### src/rtl/pll_lock_reset_seq.sv
// PLL reset pulse, lock qualification and staggered per-domain reset release on the PLL reference clock.
// Define PLL_LOCK_RETRY_EN to retry through PLL_RST after a lock timeout instead of parking in FAULT.
module pll_lock_reset_seq #(
    parameter int unsigned SYNC_STAGES         = 2,
    parameter int unsigned PLL_RST_CYCLES      = 16,
    parameter int unsigned LOCK_STABLE_CYCLES  = 1024,
    parameter int unsigned LOCK_TIMEOUT_CYCLES = 500000,
    parameter int unsigned NUM_RESETS          = 4,
    parameter int unsigned RST_STAGGER_CYCLES  = 8,
    parameter int unsigned LOSS_CNT_W          = 8
) (
    input  logic                  clk,
    input  logic                  rst_n,
    input  logic                  pll_locked,
    input  logic                  sw_restart,
    output logic                  pll_rst,
    output logic [NUM_RESETS-1:0] dom_rst_n,
    output logic                  ready,
    output logic                  timeout_err,
    output logic [LOSS_CNT_W-1:0] lock_loss_cnt
);

    localparam int unsigned MAX_A   = (PLL_RST_CYCLES > LOCK_STABLE_CYCLES) ? PLL_RST_CYCLES : LOCK_STABLE_CYCLES;
    localparam int unsigned MAX_B   = (LOCK_TIMEOUT_CYCLES > RST_STAGGER_CYCLES) ? LOCK_TIMEOUT_CYCLES : RST_STAGGER_CYCLES;
    localparam int unsigned CNT_MAX = (MAX_A > MAX_B) ? MAX_A : MAX_B;
    localparam int unsigned CNT_W   = $clog2(CNT_MAX + 1);

    typedef enum logic [2:0] {
        ST_PLL_RST,
        ST_WAIT_LOCK,
        ST_STABLE,
        ST_RELEASE,
        ST_RUN,
        ST_FAULT
    } state_e;

    state_e                  state_q, state_d;
    logic [CNT_W-1:0]        cnt_q, cnt_d, cnt_inc;
    logic [SYNC_STAGES-1:0]  sync_q;
    logic                    locked_s;
    logic                    pll_rst_q, pll_rst_d;
    logic [NUM_RESETS-1:0]   dom_rst_n_q, dom_rst_n_d, dom_shift;
    logic                    ready_q, ready_d;
    logic                    timeout_err_q, timeout_err_d;
    logic [LOSS_CNT_W-1:0]   loss_cnt_q, loss_cnt_d;

    // pll_locked crosses from the PLL domain
    always_ff @(posedge clk or negedge rst_n) begin
        if (!rst_n) begin
            sync_q <= '0;
        end else begin
            sync_q <= {sync_q[SYNC_STAGES-2:0], pll_locked};
        end
    end

    assign locked_s = sync_q[SYNC_STAGES-1];

    always_ff @(posedge clk or negedge rst_n) begin
        if (!rst_n) begin
            state_q       <= ST_PLL_RST;
            cnt_q         <= '0;
            pll_rst_q     <= 1'b1;
            dom_rst_n_q   <= '0;
            ready_q       <= 1'b0;
            timeout_err_q <= 1'b0;
            loss_cnt_q    <= '0;
        end else begin
            state_q       <= state_d;
            cnt_q         <= cnt_d;
            pll_rst_q     <= pll_rst_d;
            dom_rst_n_q   <= dom_rst_n_d;
            ready_q       <= ready_d;
            timeout_err_q <= timeout_err_d;
            loss_cnt_q    <= loss_cnt_d;
        end
    end

    // Next-state and next-output logic; outputs are registered copies of the *_d values
    always_comb begin
        state_d       = state_q;
        cnt_d         = cnt_q;
        pll_rst_d     = pll_rst_q;
        dom_rst_n_d   = dom_rst_n_q;
        ready_d       = ready_q;
        timeout_err_d = 1'b0;
        loss_cnt_d    = loss_cnt_q;
        cnt_inc       = cnt_q + CNT_W'(1);
        dom_shift     = (dom_rst_n_q << 1) | NUM_RESETS'(1);

        if (sw_restart) begin
            state_d     = ST_PLL_RST;
            cnt_d       = '0;
            pll_rst_d   = 1'b1;
            dom_rst_n_d = '0;
            ready_d     = 1'b0;
        end else begin
            case (state_q)
                ST_PLL_RST: begin
                    pll_rst_d   = 1'b1;
                    dom_rst_n_d = '0;
                    ready_d     = 1'b0;
                    if (cnt_q == CNT_W'(PLL_RST_CYCLES - 1)) begin
                        state_d   = ST_WAIT_LOCK;
                        cnt_d     = '0;
                        pll_rst_d = 1'b0;
                    end else begin
                        cnt_d = cnt_inc;
                    end
                end
                ST_WAIT_LOCK: begin
                    if (locked_s) begin
                        state_d = ST_STABLE;
                        cnt_d   = '0;
                    end else if (cnt_q == CNT_W'(LOCK_TIMEOUT_CYCLES - 1)) begin
                        timeout_err_d = 1'b1;
                        cnt_d         = '0;
                        pll_rst_d     = 1'b1;
`ifdef PLL_LOCK_RETRY_EN
                        state_d       = ST_PLL_RST;
`else
                        state_d       = ST_FAULT;
`endif
                    end else begin
                        cnt_d = cnt_inc;
                    end
                end
                ST_STABLE: begin
                    if (!locked_s) begin
                        state_d = ST_WAIT_LOCK;
                        cnt_d   = '0;
                    end else if (cnt_q == CNT_W'(LOCK_STABLE_CYCLES - 1)) begin
                        state_d     = ST_RELEASE;
                        cnt_d       = '0;
                        dom_rst_n_d = NUM_RESETS'(1);
                        if (NUM_RESETS == 1) begin
                            state_d = ST_RUN;
                            ready_d = 1'b1;
                        end
                    end else begin
                        cnt_d = cnt_inc;
                    end
                end
                ST_RELEASE: begin
                    if (!locked_s) begin
                        state_d     = ST_WAIT_LOCK;
                        cnt_d       = '0;
                        dom_rst_n_d = '0;
                        ready_d     = 1'b0;
                    end else if (cnt_q == CNT_W'(RST_STAGGER_CYCLES - 1)) begin
                        // one more domain released per stagger period, lowest index first
                        cnt_d       = '0;
                        dom_rst_n_d = dom_shift;
                        if (&dom_shift) begin
                            state_d = ST_RUN;
                            ready_d = 1'b1;
                        end
                    end else begin
                        cnt_d = cnt_inc;
                    end
                end
                ST_RUN: begin
                    if (!locked_s) begin
                        state_d     = ST_WAIT_LOCK;
                        cnt_d       = '0;
                        dom_rst_n_d = '0;
                        ready_d     = 1'b0;
                        if (loss_cnt_q != {LOSS_CNT_W{1'b1}}) begin
                            loss_cnt_d = loss_cnt_q + LOSS_CNT_W'(1);
                        end
                    end
                end
                ST_FAULT: begin
                    pll_rst_d   = 1'b1;
                    dom_rst_n_d = '0;
                    ready_d     = 1'b0;
                end
                default: begin
                    state_d     = ST_PLL_RST;
                    cnt_d       = '0;
                    pll_rst_d   = 1'b1;
                    dom_rst_n_d = '0;
                    ready_d     = 1'b0;
                end
            endcase
        end
    end

    assign pll_rst       = pll_rst_q;
    assign dom_rst_n     = dom_rst_n_q;
    assign ready         = ready_q;
    assign timeout_err   = timeout_err_q;
    assign lock_loss_cnt = loss_cnt_q;

endmodule

### config.mk
export PLATFORM = sky130hd
export DESIGN_NAME = pll_lock_reset_seq
export DESIGN_NICKNAME = d
export VERILOG_FILES = /design/src/rtl/pll_lock_reset_seq.sv
export SDC_FILE = /design/constraint.sdc
export NUM_CORES = 1
export LEC_CHECK = 0
export ABC_AREA = 1
export BUFFER_PORTS_ARGS = -buffer_cell sky130_fd_sc_hd__buf_2
export CORE_UTILIZATION = 35
export DETAILED_ROUTE_END_ITERATION = 16
export PLACE_DENSITY = 0.55
export SETUP_SLACK_MARGIN = 0.1
export SYNTH_ARGS = -nofsm -noshare
export SYNTH_HDL_FRONTEND = slang
export SYNTH_SLANG_ARGS = --single-unit
### constraint.sdc
create_clock -name clk -period 1.7 [get_ports clk]
set_input_delay 0.17 -clock clk [delete_from_list [all_inputs] [get_ports clk]]
set_output_delay 0.17 -clock clk [all_outputs]
set_load 0.05 [all_outputs]
# Word-level counts from Yosys, hierarchy flattened
# Cells that the tools add are included.
# op_classes
add_sub_neg	2
n_mul	0
n_div	0
n_lt_le_gt_ge	0
eq_ne	24
shifts	0
muxes	43
bitwise_logic	2
n_reduce_logical	10
# ops
op	n
19-bit two-way mux	9
19-bit one-hot mux with 6 select lines	1
3-bit two-way mux	10
4-bit two-way mux	6
19-bit by 1-bit adder with 19-bit output (second input constant)	1
19-bit by 10-bit equality test with 1-bit output (second input constant)	1
19-bit equality test (second input constant)	1
19-bit by 3-bit equality test with 1-bit output (second input constant)	1
19-bit by 4-bit equality test with 1-bit output (second input constant)	1
3-bit inequality test (second input constant)	6
3-bit one-hot mux with 6 select lines	1
4-bit inequality test (second input constant)	4
4-bit one-hot mux with 4 select lines	1
1-bit two-way mux	13
8-bit by 1-bit adder with 8-bit output (second input constant)	1
8-bit inequality test (second input constant)	1
4-bit AND reduction	2
7-bit AND reduction	1
3-bit by 2-bit equality test with 1-bit output (second input constant)	2
3-bit equality test (second input constant)	2
1-bit one-hot mux with 3 select lines	2
3-bit AND reduction	2
5-bit AND reduction	1
2-bit by 1-bit inequality test with 1-bit output (second input constant)	2
other kinds (7)	9
# totals
regBits	39
latch_bits	0
mem_bits_rw	0
romBits	0
out_inout_bits	15
wordCells	89
n_memories	0

# Depth between registers and ports, before layout
# Gate-level depths: netlist of run 1.
# logic_depth
depth_word	6
ltp_mapped	12

# Least setup slack after synthesis of run 1
# No wires, ideal clock.
# synth_path
path_type	register -> register
start	register loss_cnt_q[0], in the netlist lock_loss_cnt[0]
end	register loss_cnt_q[4], in the netlist lock_loss_cnt[4]
setup_ns	0.142
arrival_time_ns	1.582
t_required_ns	1.558
setup_slack_ns	-0.024
stages_incl_launch_ff	9
path_buffers	0
synth_period_minus_slack_ns	1.724
cell_sequence	dfrtp_1 -> ha_1 -> nand2_1 -> nor2_1 -> nand3_1 -> nand2_1 -> inv_1 -> nand4_1 -> xnor2_1
# synth_via
elab_chain_cells	2
# synth_lines
item	line	rtl
start, declared	45	logic [LOSS_CNT_W-1:0] loss_cnt_q, loss_cnt_d;
start signal, assigned	74	loss_cnt_q <= loss_cnt_d;
branches (longest 2 deep; another with 8-bit by 1-bit adder with 8-bit output)	n/a	
# Several ways; the timed one is not identified.
# A chain may end at the register's enable or synchronous reset.

# Worst setup path after layout of run 1
# layout_path
start	register cnt_q[1]
end	register state_q[2]
# layout_via
elab_chain_cells	3
# layout_lines
item	line	rtl
start, declared	38	logic [CNT_W-1:0] cnt_q, cnt_d, cnt_inc;
start signal, assigned	69	cnt_q <= cnt_d;
19-bit by 3-bit equality test with 1-bit output, or another cell as far along	149	end else if (cnt_q == CNT_W'(RST_STAGGER_CYCLES - 1)) begin
4-bit inequality test (no source line) / 3-bit inequality test (equally long branches)	n/a	
7-bit AND reduction (no source line) *	n/a	
end signal, assigned	68	state_q <= state_d;
end, declared	37	state_e state_q, state_d;
# Every way passes the cells marked *; elsewhere a longest branch is shown, timed or not.

==> metrics, run 1 <==
syn_nets about 380; prevailing post-synth register cell dfrtp_1; Rel. slew slack 61.2%; Gate power share between 40% and 50%; CP bufs+invs 2; Hold EP cnt_q[6]; Post-synth EDFFs 0; Worst Hold Class primary input to flop; Yosys reg bits 39; Sink Count 39; Clock Latency Late Sink 0.30 ns; pwr dens 974 nW/µm²; Switching Fraction a little over two fifths; GPL Wtd Cong approximately 0.94; Psw approximately 1500 µW; Leak about 0.0017 µW; chip height 87.8 µm; CP Class flop to flop; Core Region 6940 µm²; max-slew violation count 0; first-pass GRT wire length around 12 mm; Post-route DRC 0; CP max FO 4; # IOs 19; skew final roughly 0.0057 ns; Starting Density between 30% and 40%; share of layout cells above drive strength 1 a little over a third; hold depth 4; Final Hold Fails 0; R2R cell count 10; Clk pwr share between 10% and 20%; CP dominant cell by count nand3_1; pin count of the biggest net entering global routing 27; Clock Tree Root clkbuf_8; Largest delay share family, worst path simple AND/OR/NAND/NOR gates; row count 30; hold path startpoint sw_restart; Layout Cells excl Fill ~550; fin nets 457; post-DP HPWL 5.63 mm; Syn Area/Cell around 7 µm²; Pre-antenna DRT Iters 7; clock-pin slew on the worst setup and hold paths 0.08 ns; FF-to-FF Start cnt_q[1]; grt ovf 0; status completed; total CTS buffers 5; CP max-delay cell dfrtp_1; worst ir drop on vdd approximately 0.47 mV; Pint 1980 µW; Netlist cell types 32; H-Tree Depth 2; # Max-Cap Violations 0; area of the mapped netlist 2580 µm²; Hold Slack roughly 0.2 ns; Gate Count Post-Synth 372; Critical Path Start Type flop; Tot GR Track Use about a fifth; layout filler cell count slightly above 700; initial DRC count slightly below 200; crit path DAT 1.92 ns; yosys warns 0; slowest stage delay, CP 0.39 ns; Setup crit end kind flop; fin util 51.2%; Final Instance Area ~3600 µm²; maximum root-to-sink buffer count 2; placed insts 534; number of global-route vias before repair about 2500; n_diodes 0; FMAX 589 MHz; CTS tree built; placed instance area 3170 µm²; Req. time, crit path roughly 1.9 ns; per-cell routed wire length approximately 14 µm; initial antenna violation count 0; drt total wl between 7 and 8 mm; input/output buffers 18; post-route ant nets 0; Area Growth Syn to Fin 38.1%; Via-to-Cell Ratio 5.03; sequential power share between 30 and 40%; Die ar. 7710 µm²; fraction of registers with async set or reset after synthesis 100%; min Tclk post-route 1.70 ns; Die X 87.8 µm; Final setup viols 0; worst r2r dst state_q[2]; Final Cycle Share 99.9%; worst slew pin tran slightly below 0.6 ns; register area share after synthesis 37.9%; CP cell instances ha_4, nand3_1, nor2_1, nand3_1, buf_4, nand3_1, inv_1, nor2_4, nand2_2, o21ai_1; R2R Setup Slk roughly 0.0013 ns; via count roughly 2800; RSZ-0062 raised after global routing yes
logic make-up (layout without fill, tap and decap cells):
group / count (synthesis) / after routing / share of synthesized area, %
AND/OR/NAND/NOR: 202 / 202 / 35.3
flip-flops: 39 / 39 / 37.9
AO/OA/AOI/OAI: 64 / 64 / 13.7
buffers and inverters: 56 / 136 / 9.03
adder cells (fa/ha/maj): 2 / 2 / 0.971
XOR/XNOR: 9 / 9 / 3.06
layer usage:
metal  vias to the layer above  routed length [µm]  global-route usage [%]
met3                        18                 400                    3.86
met4                         0                 168                    7.90
met2                       109                3610                    33.1
li1                       1376                   -                       -
met1                      1255                3360                    26.1
met5                         -                   0                       0
final cells by class:
cell class / instances / area, µm² / area share [%]
Clock inverter: 3 / 25.0 / 0.703
Clock buffer: 5 / 68.8 / 1.93
Tap cell: 96 / 120 / 3.38
Timing Repair Buffer: 79 / 589 / 16.6
Inverter: 49 / 184 / 5.17
Multi-Input combinational cell: 277 / 1590 / 44.6
Sequential cell: 39 / 985 / 27.7
cell usage in the layout (no fill, tap or decap), drive strengths merged:
master / count
nand3b: 5
clkinv: 2
dfstp: 1
dfrtp: 38
ha: 2
nor4: 3
xnor2: 5
buf: 77
nor3: 5
nand2: 99
nor2: 52
dlygate4sd3: 2
a211oi: 1
clkbuf: 5
xor2: 4
o21ai: 34
nand3: 29
o2111ai: 1
o211ai: 2
clkinvlp: 1
a21oi: 22
inv: 49
a31oi: 4
nand4: 9
flip-flops by register name (all words and copies together), names as in the netlist:
signal	cells
cnt_q	19
dom_rst_n	4
lock_loss_cnt	8
pll_rst	1
ready	1
state_q	3
sync_q	2
timeout_err	1
timing repair:
| action | CTS | global route |
|---|---|---|
| hold endpoints to repair | 25 | 0 |
| setup buffers | 1 | 3 |
| endpoints found under the setup margin | 26 | 33 |
| gates resized for setup | 17 | 51 |
| hold buffers | 2 | 0 |
| pin swaps | 3 | 18 |
metrics by stage:
stage                     setup slack (ns)  total power [µW]  TNS (ns)
after floorplan                      0.105              1930         0
after global placement             -0.0118              2420   -0.0277
after detailed placement           -0.0330              2430    -0.204
after CTS                           0.0705              3200         0
after global routing                -0.110              3670     -1.26
final                              0.00126              3460         0
worst reg2reg max path, delay by kind of cell, from the launching register on:
family          cells  cell delay [ns]
buf+inv             2             0.24
simple gates        6             0.68
flops               1             0.39
compound gates      1             0.14
fa+ha+maj           1             0.18
Yosys cell counts, drive strengths merged, types with 2 or more instances:
cell | count | area, µm²
a21oi | 22 | 118
a31oi | 4 | 31.3
buf | 6 | 45.0
dfrtp | 38 | 951
ha | 2 | 25.0
inv | 49 | 184
nand2 | 99 | 379
nand3 | 29 | 145
nand3b | 5 | 37.5
nand4 | 9 | 56.3
nor2 | 52 | 235
nor3 | 5 | 36.3
nor4 | 3 | 18.8
o211ai | 2 | 15.0
o21ai | 34 | 174
xnor2 | 5 | 43.8
xor2 | 4 | 35.0
worst max-delay path by stage:
stage	start	end	slack [ns]	cells past startpoint
2_1_floorplan	cnt_q[0]	dom_rst_n[0]	0.10	10
3_3_place_gp	cnt_q[0]	cnt_q[15]	-0.01	9
3_5_place_dp	cnt_q[0]	cnt_q[1]	-0.03	8
4_1_cts	cnt_q[1]	state_q[0]	0.07	11
5_1_grt	cnt_q[14]	state_q[0]	-0.11	11
6_report	cnt_q[1]	state_q[2]	0.001	10
power by group through the flow:
stage | clock network, µW | logic, µW | registers, µW
2_1_floorplan | 0 | 741 | 1190
3_3_place_gp | 0 | 1280 | 1130
3_5_place_dp | 0 | 1290 | 1130
4_1_cts | 693 | 1390 | 1130
5_1_grt | 727 | 1800 | 1150
6_report | 670 | 1660 | 1140
No activity file was read; power rests on OpenSTA's default activity.
==> run 2, diff against run 1 <==
==> constraint.sdc (replaced) <==
create_clock -name clk -period 1.7 [get_ports clk]
set_input_delay 0.085 -clock clk [delete_from_list [all_inputs] [get_ports clk]]
set_output_delay 0.085 -clock clk [all_outputs]
set_load 0.05 [all_outputs]
==> run 2 against run 1 <==
Clock-buffer cell count unchanged. Flip-flop and latch count unchanged. Final cell count increased by 0.18%. Total power increased by 5.5%. Clock power increased by 39%. Die area unchanged.
==> metrics, run 2 (same netlist as run 1, synthesis figures left out) <==
Setup crit end kind flop; Tot GR Track Use around a fifth; initial antenna violation count 0; fin nets roughly 460; pin count of the biggest net entering global routing 27; skew final roughly 0.0056 ns; Final Cycle Share a little over nine tenths; Sequential cell area 986 µm²; Fin Setup TNS 0 ns; min Tclk post-route ~1.7 ns; H-Tree Depth 2; Final Instance Area about 3600 µm²; number of global-route vias before repair between 2000 and 3000; Area Growth Syn to Fin 40.7%; # Max-Cap Violations 0; CTS tree built; first-pass GRT wire length about 12 mm; max FFs per register 19; FF-to-FF Start cnt_q[0]; Critical Path Start Type flop; Leak approximately 0.0017 µW; GPL Wtd Cong between 0.9 and 1; maximum root-to-sink buffer count 2; Final Hold Fails 0; Placement Setup Slack -0.0266 ns; worst ir drop on vdd around 0.44 mV; Die ar. around 7700 µm²; leading cell type in the layout, fill and taps excluded nand2_1; post-route ant nets 0; Core Region around 6900 µm²; Post-route DRC 0; R2R cell count 11; per-cell routed wire length 14.0 µm; max-slew violation count 0; hold path startpoint sw_restart; layout filler cell count between 600 and 700; Final WS setup 0.0489 ns; multi-input logic area 1610 µm²; post-DP HPWL approximately 5.7 mm; Pre-antenna DRT Iters 5; Top reg by flops cnt_q; status completed; Clock Latency Late Sink approximately 0.3 ns; Hold EP timeout_err; Starting Density ~37%; CP max FO 7; worst slew pin tran 0.598 ns; # IOs 19; Sink Count 39; chip height between 80 and 90 µm; total CTS buffers 5; grt ovf 0; crit path from cnt_q[0]; Rel. slew slack 60.1%; Die X 87.8 µm; clock-pin slew on the worst setup and hold paths about 0.080 ns; drt total wl around 7.7 mm; Worst Hold Class primary input to flop; input/output buffers 18; pwr dens between 1000 and 1500 nW/µm²; most frequent cells in the layout nand2_1 (74), buf_4 (54), inv_1 (40), dfrtp_1 (31), nor2_1 (27); share of layout cells above drive strength 1 roughly 40%; Via-to-Cell Ratio 5.03; FMAX approximately 610 MHz; CP Class flop to flop; initial DRC count between 100 and 150; placed instance area roughly 3200 µm²; crit path DAT around 1.8 ns; R2R Setup Slk ~0.05 ns; row count 30; n_diodes 0; worst r2r dst cnt_q[14]; Final setup viols 0; hold depth 2; Req. time, crit path 1.88 ns; RSZ-0062 raised after global routing yes; via count roughly 2800; Clock Tree Root clkbuf_8
## run 2: cell type report
cell class                      instances  area share [%]
Timing Repair Buffer                   80            16.3
Multi-Input combinational cell        277            44.3
Sequential cell                        39            27.2
Clock buffer                            5            1.90
Inverter                               49            5.07
Tap cell                               96            3.31
Clock inverter                          3            1.86
## run 2: how the worst max path moves through the flow
stage	end	slack [ns]	cells after the start
final	cnt_q[14]	0.05	11
after global routing	cnt_q[18]	-0.05	9
after CTS	cnt_q[18]	0.05	8
after detailed placement	cnt_q[0]	-0.03	8
after global placement	cnt_q[0]	-0.009	8
after floorplan	dom_rst_n[0]	0.10	10
## run 2: power by group
part	internal [µW]	leakage (µW)	switching, µW
sequential	1010	0.000516	132
clock	585	0.0000644	344
combinational	631	0.00116	953
total	2230	0.00174	1430
## run 2: metrics by stage
| stage | total power, µW | instances | hold slack, ns | util, % |
|---|---|---|---|---|
| 2_1_floorplan | 1930 | 372 | -0.211 | - |
| 3_3_place_gp | 2410 | 532 | 0.116 | 45.4 |
| 3_5_place_dp | 2430 | 532 | 0.130 | 45.4 |
| 4_1_cts | 3590 | 546 | 0.110 | 50.1 |
| 5_1_grt | 3860 | 549 | 0.138 | 52.2 |
| 6_report | 3650 | 549 | 0.130 | 52.2 |
## run 2: per-layer routing
metal / vias to the layer above / GRT usage, % / part of all wire (%)
li1: 1375 / - / -
met1: 1275 / 27.3 / 46
met2: 83 / 34.7 / 46
met3: 27 / 3.11 / 4.0
met4: 0 / 8.49 / 3.4
met5: - / 0 / 0
## run 2: repair_timing
action	CTS	global route
endpoints found under the hold margin	25	0
gates resized for setup	40	44
hold buffers	2	0
pin swaps	13	24
buffers inserted	4	3
setup endpoints to repair	25	35
## run 2: worst max-delay path, stage by stage (launching register included)
cell and delay (ns):
dfrtp_1 0.40, ha_4 0.19, nand2_4 0.07, nor2_4 0.11, nand2_2 0.07, inv_2 0.06
nand3b_1 0.09, nand2_2 0.09, nand2_4 0.10, buf_12 0.15, o21ai_2 0.10, a21oi_1 0.08
==> run 3, diff against run 2 <==
SETUP_SLACK_MARGIN = unset   (was 0.1)
==> run 3 against run 2 <==
The run now ends with setup timing left. Flip-flop and latch count unchanged. Clock power down 31%. Combinational power about the same. First-iteration DRC count up 25%. Final cell count down 1.5%. Maximum frequency down 5.4%. Core utilization down 2.6 points. Cell area down 5.0%. Largest power group unchanged.
==> metrics, run 3 (same netlist as run 1, synthesis figures left out) <==
fin nets between 400 and 500; chip height between 80 and 90 µm; post-DP HPWL approximately 5.5 mm; failing checks setup timing; CTS tree built; Placement Setup Slack -0.104 ns; CP Class flop to flop; Area Growth Syn to Fin 33.7%; Clock Latency Late Sink around 0.30 ns; Post-route DRC 0; Pre-antenna DRT Iters 5; Top reg by flops cnt_q; Critical Path Start Type flop; total CTS buffers 5; skew final between 0.008 and 0.009 ns; Clock Tree Root clkbuf_8; M1 WL 3.46 mm; grt ovf 0; leading cell type in the layout, fill and taps excluded nand2_1; met2 WL ~3.5 mm; max-slew violation count 0; clock-pin slew on the worst setup and hold paths around 0.080 ns; pin count of the biggest net entering global routing 34; pwr dens 982 nW/µm²; worst ir drop on vdd about 0.54 mV; Leak ~0.0017 µW; # Max-Cap Violations 0; max FFs per register 19; maximum root-to-sink buffer count 2; min Tclk post-route approximately 1.7 ns; initial antenna violation count 0; # IOs 19; worst slew pin tran between 0.7 and 0.8 ns; per-cell routed wire length between 10 and 15 µm; Worst Hold Class primary input to flop; crit path DAT between 1.5 and 2 ns; RSZ-0062 raised after global routing yes; Final Instance Area about 3400 µm²; row count 30; Starting Density ~37%; FMAX between 500 and 600 MHz; number of global-route vias before repair 2516; GPL Wtd Cong between 0.9 and 1; Setup crit end kind flop; input/output buffers 18; CP max FO 7; first-pass GRT wire length roughly 12 mm; via count around 2700; Final WS setup -0.0455 ns; Final Cycle Share 103%; Core Region 6940 µm²; post-route ant nets 0; highest metal used met4; placed instance area between 3000 and 4000 µm²; most frequent cells in the layout nand2_1 (86), buf_4 (49), inv_1 (44), nor2_1 (36), dfrtp_1 (34); Die X 87.8 µm; Final Hold Fails 0; layout filler cell count 711; Req. time, crit path 1.89 ns; Via-to-Cell Ratio between 5 and 6; n_diodes 0; Pwr Total around 3400 µW; fin util between 40 and 50%; share of layout cells above drive strength 1 a little under a third; Sink Count 39; drt total wl 7.49 mm; status finished with violations; Fin Setup TNS -0.209 ns; Tot GR Track Use approximately 20%; Rel. slew slack about half; Die ar. roughly 7700 µm²; Final setup viols 9; DR WL met3 approximately 390 µm; initial DRC count between 150 and 200; H-Tree Depth 2
## run 3: cell types whose count changed in the layout (fill, tap and decap cells not counted), moves of 5 or more
cell	previous run	this run
nor2_2	16	11
nand2_1	74	86
o21ai_2	13	7
buf_4	54	49
nor2_1	27	36
nand2_2	21	10
## run 3: final cells by class
cell class | count | area (µm²) | share of cell area, %
multi-input combinational | 277 | 1540 | 44.7
sequential | 39 | 982 | 28.5
timing repair buffer | 72 | 529 | 15.4
inverter | 49 | 184 | 5.34
tap | 96 | 120 | 3.49
clock buffer | 5 | 68.8 | 2.00
clock inverter | 3 | 20.0 | 0.581
## run 3: metrics by stage
step	instances	hold WS, ns
floorplan	372	-0.211
global placement	530	0.195
detailed placement	530	0.200
CTS	540	0.103
global route	541	0.110
finish	541	0.118
## run 3: worst max-delay path, stage by stage (launching register included)
cell and delay [ns]:
dfrtp_1 0.40, ha_4 0.18, nand2_4 0.07, nor2_4 0.15, nand2_2 0.08, inv_2 0.06, nand3b_1 0.11, nand2_2 0.12
nand2_4 0.11, buf_12 0.17, o21ai_2 0.11, a21oi_1 0.08
## run 3: final timing paths
check,start,cells after the start,slack [ns],end
max in group asynchronous,rst_n,3,0.74,dom_rst_n[2]
setup reg to reg,cnt_q[1],11,-0.05,cnt_q[11]
setup / recovery,cnt_q[1],11,-0.05,cnt_q[11]
hold reg to reg,sync_q[0],0,0.35,sync_q[1]
min in group asynchronous,rst_n,2,0.37,cnt_q[13]
hold / removal,sw_restart,2,0.12,timeout_err
## run 3: timing repair
item,CTS,global route
endpoints found under the hold margin,32,0
setup buffers,0,1
endpoints found under the setup margin,22,30
gates resized for setup,5,43
pin swaps,0,15
hold buffers,2,0
## run 3: per-layer routing
layer / GRT usage (%) / vias to the layer above
met1: 26.9 / 1251
met4: 8.49 / 0
met5: 0 / -
met2: 32.6 / 92
li1: - / 1358
met3: 3.58 / 18
## run 3: where the power goes
group / switching [µW] / internal (µW)
Clock: 355 / 286
Combinational: 973 / 637
Sequential: 126 / 1010
Total: 1450 / 1930
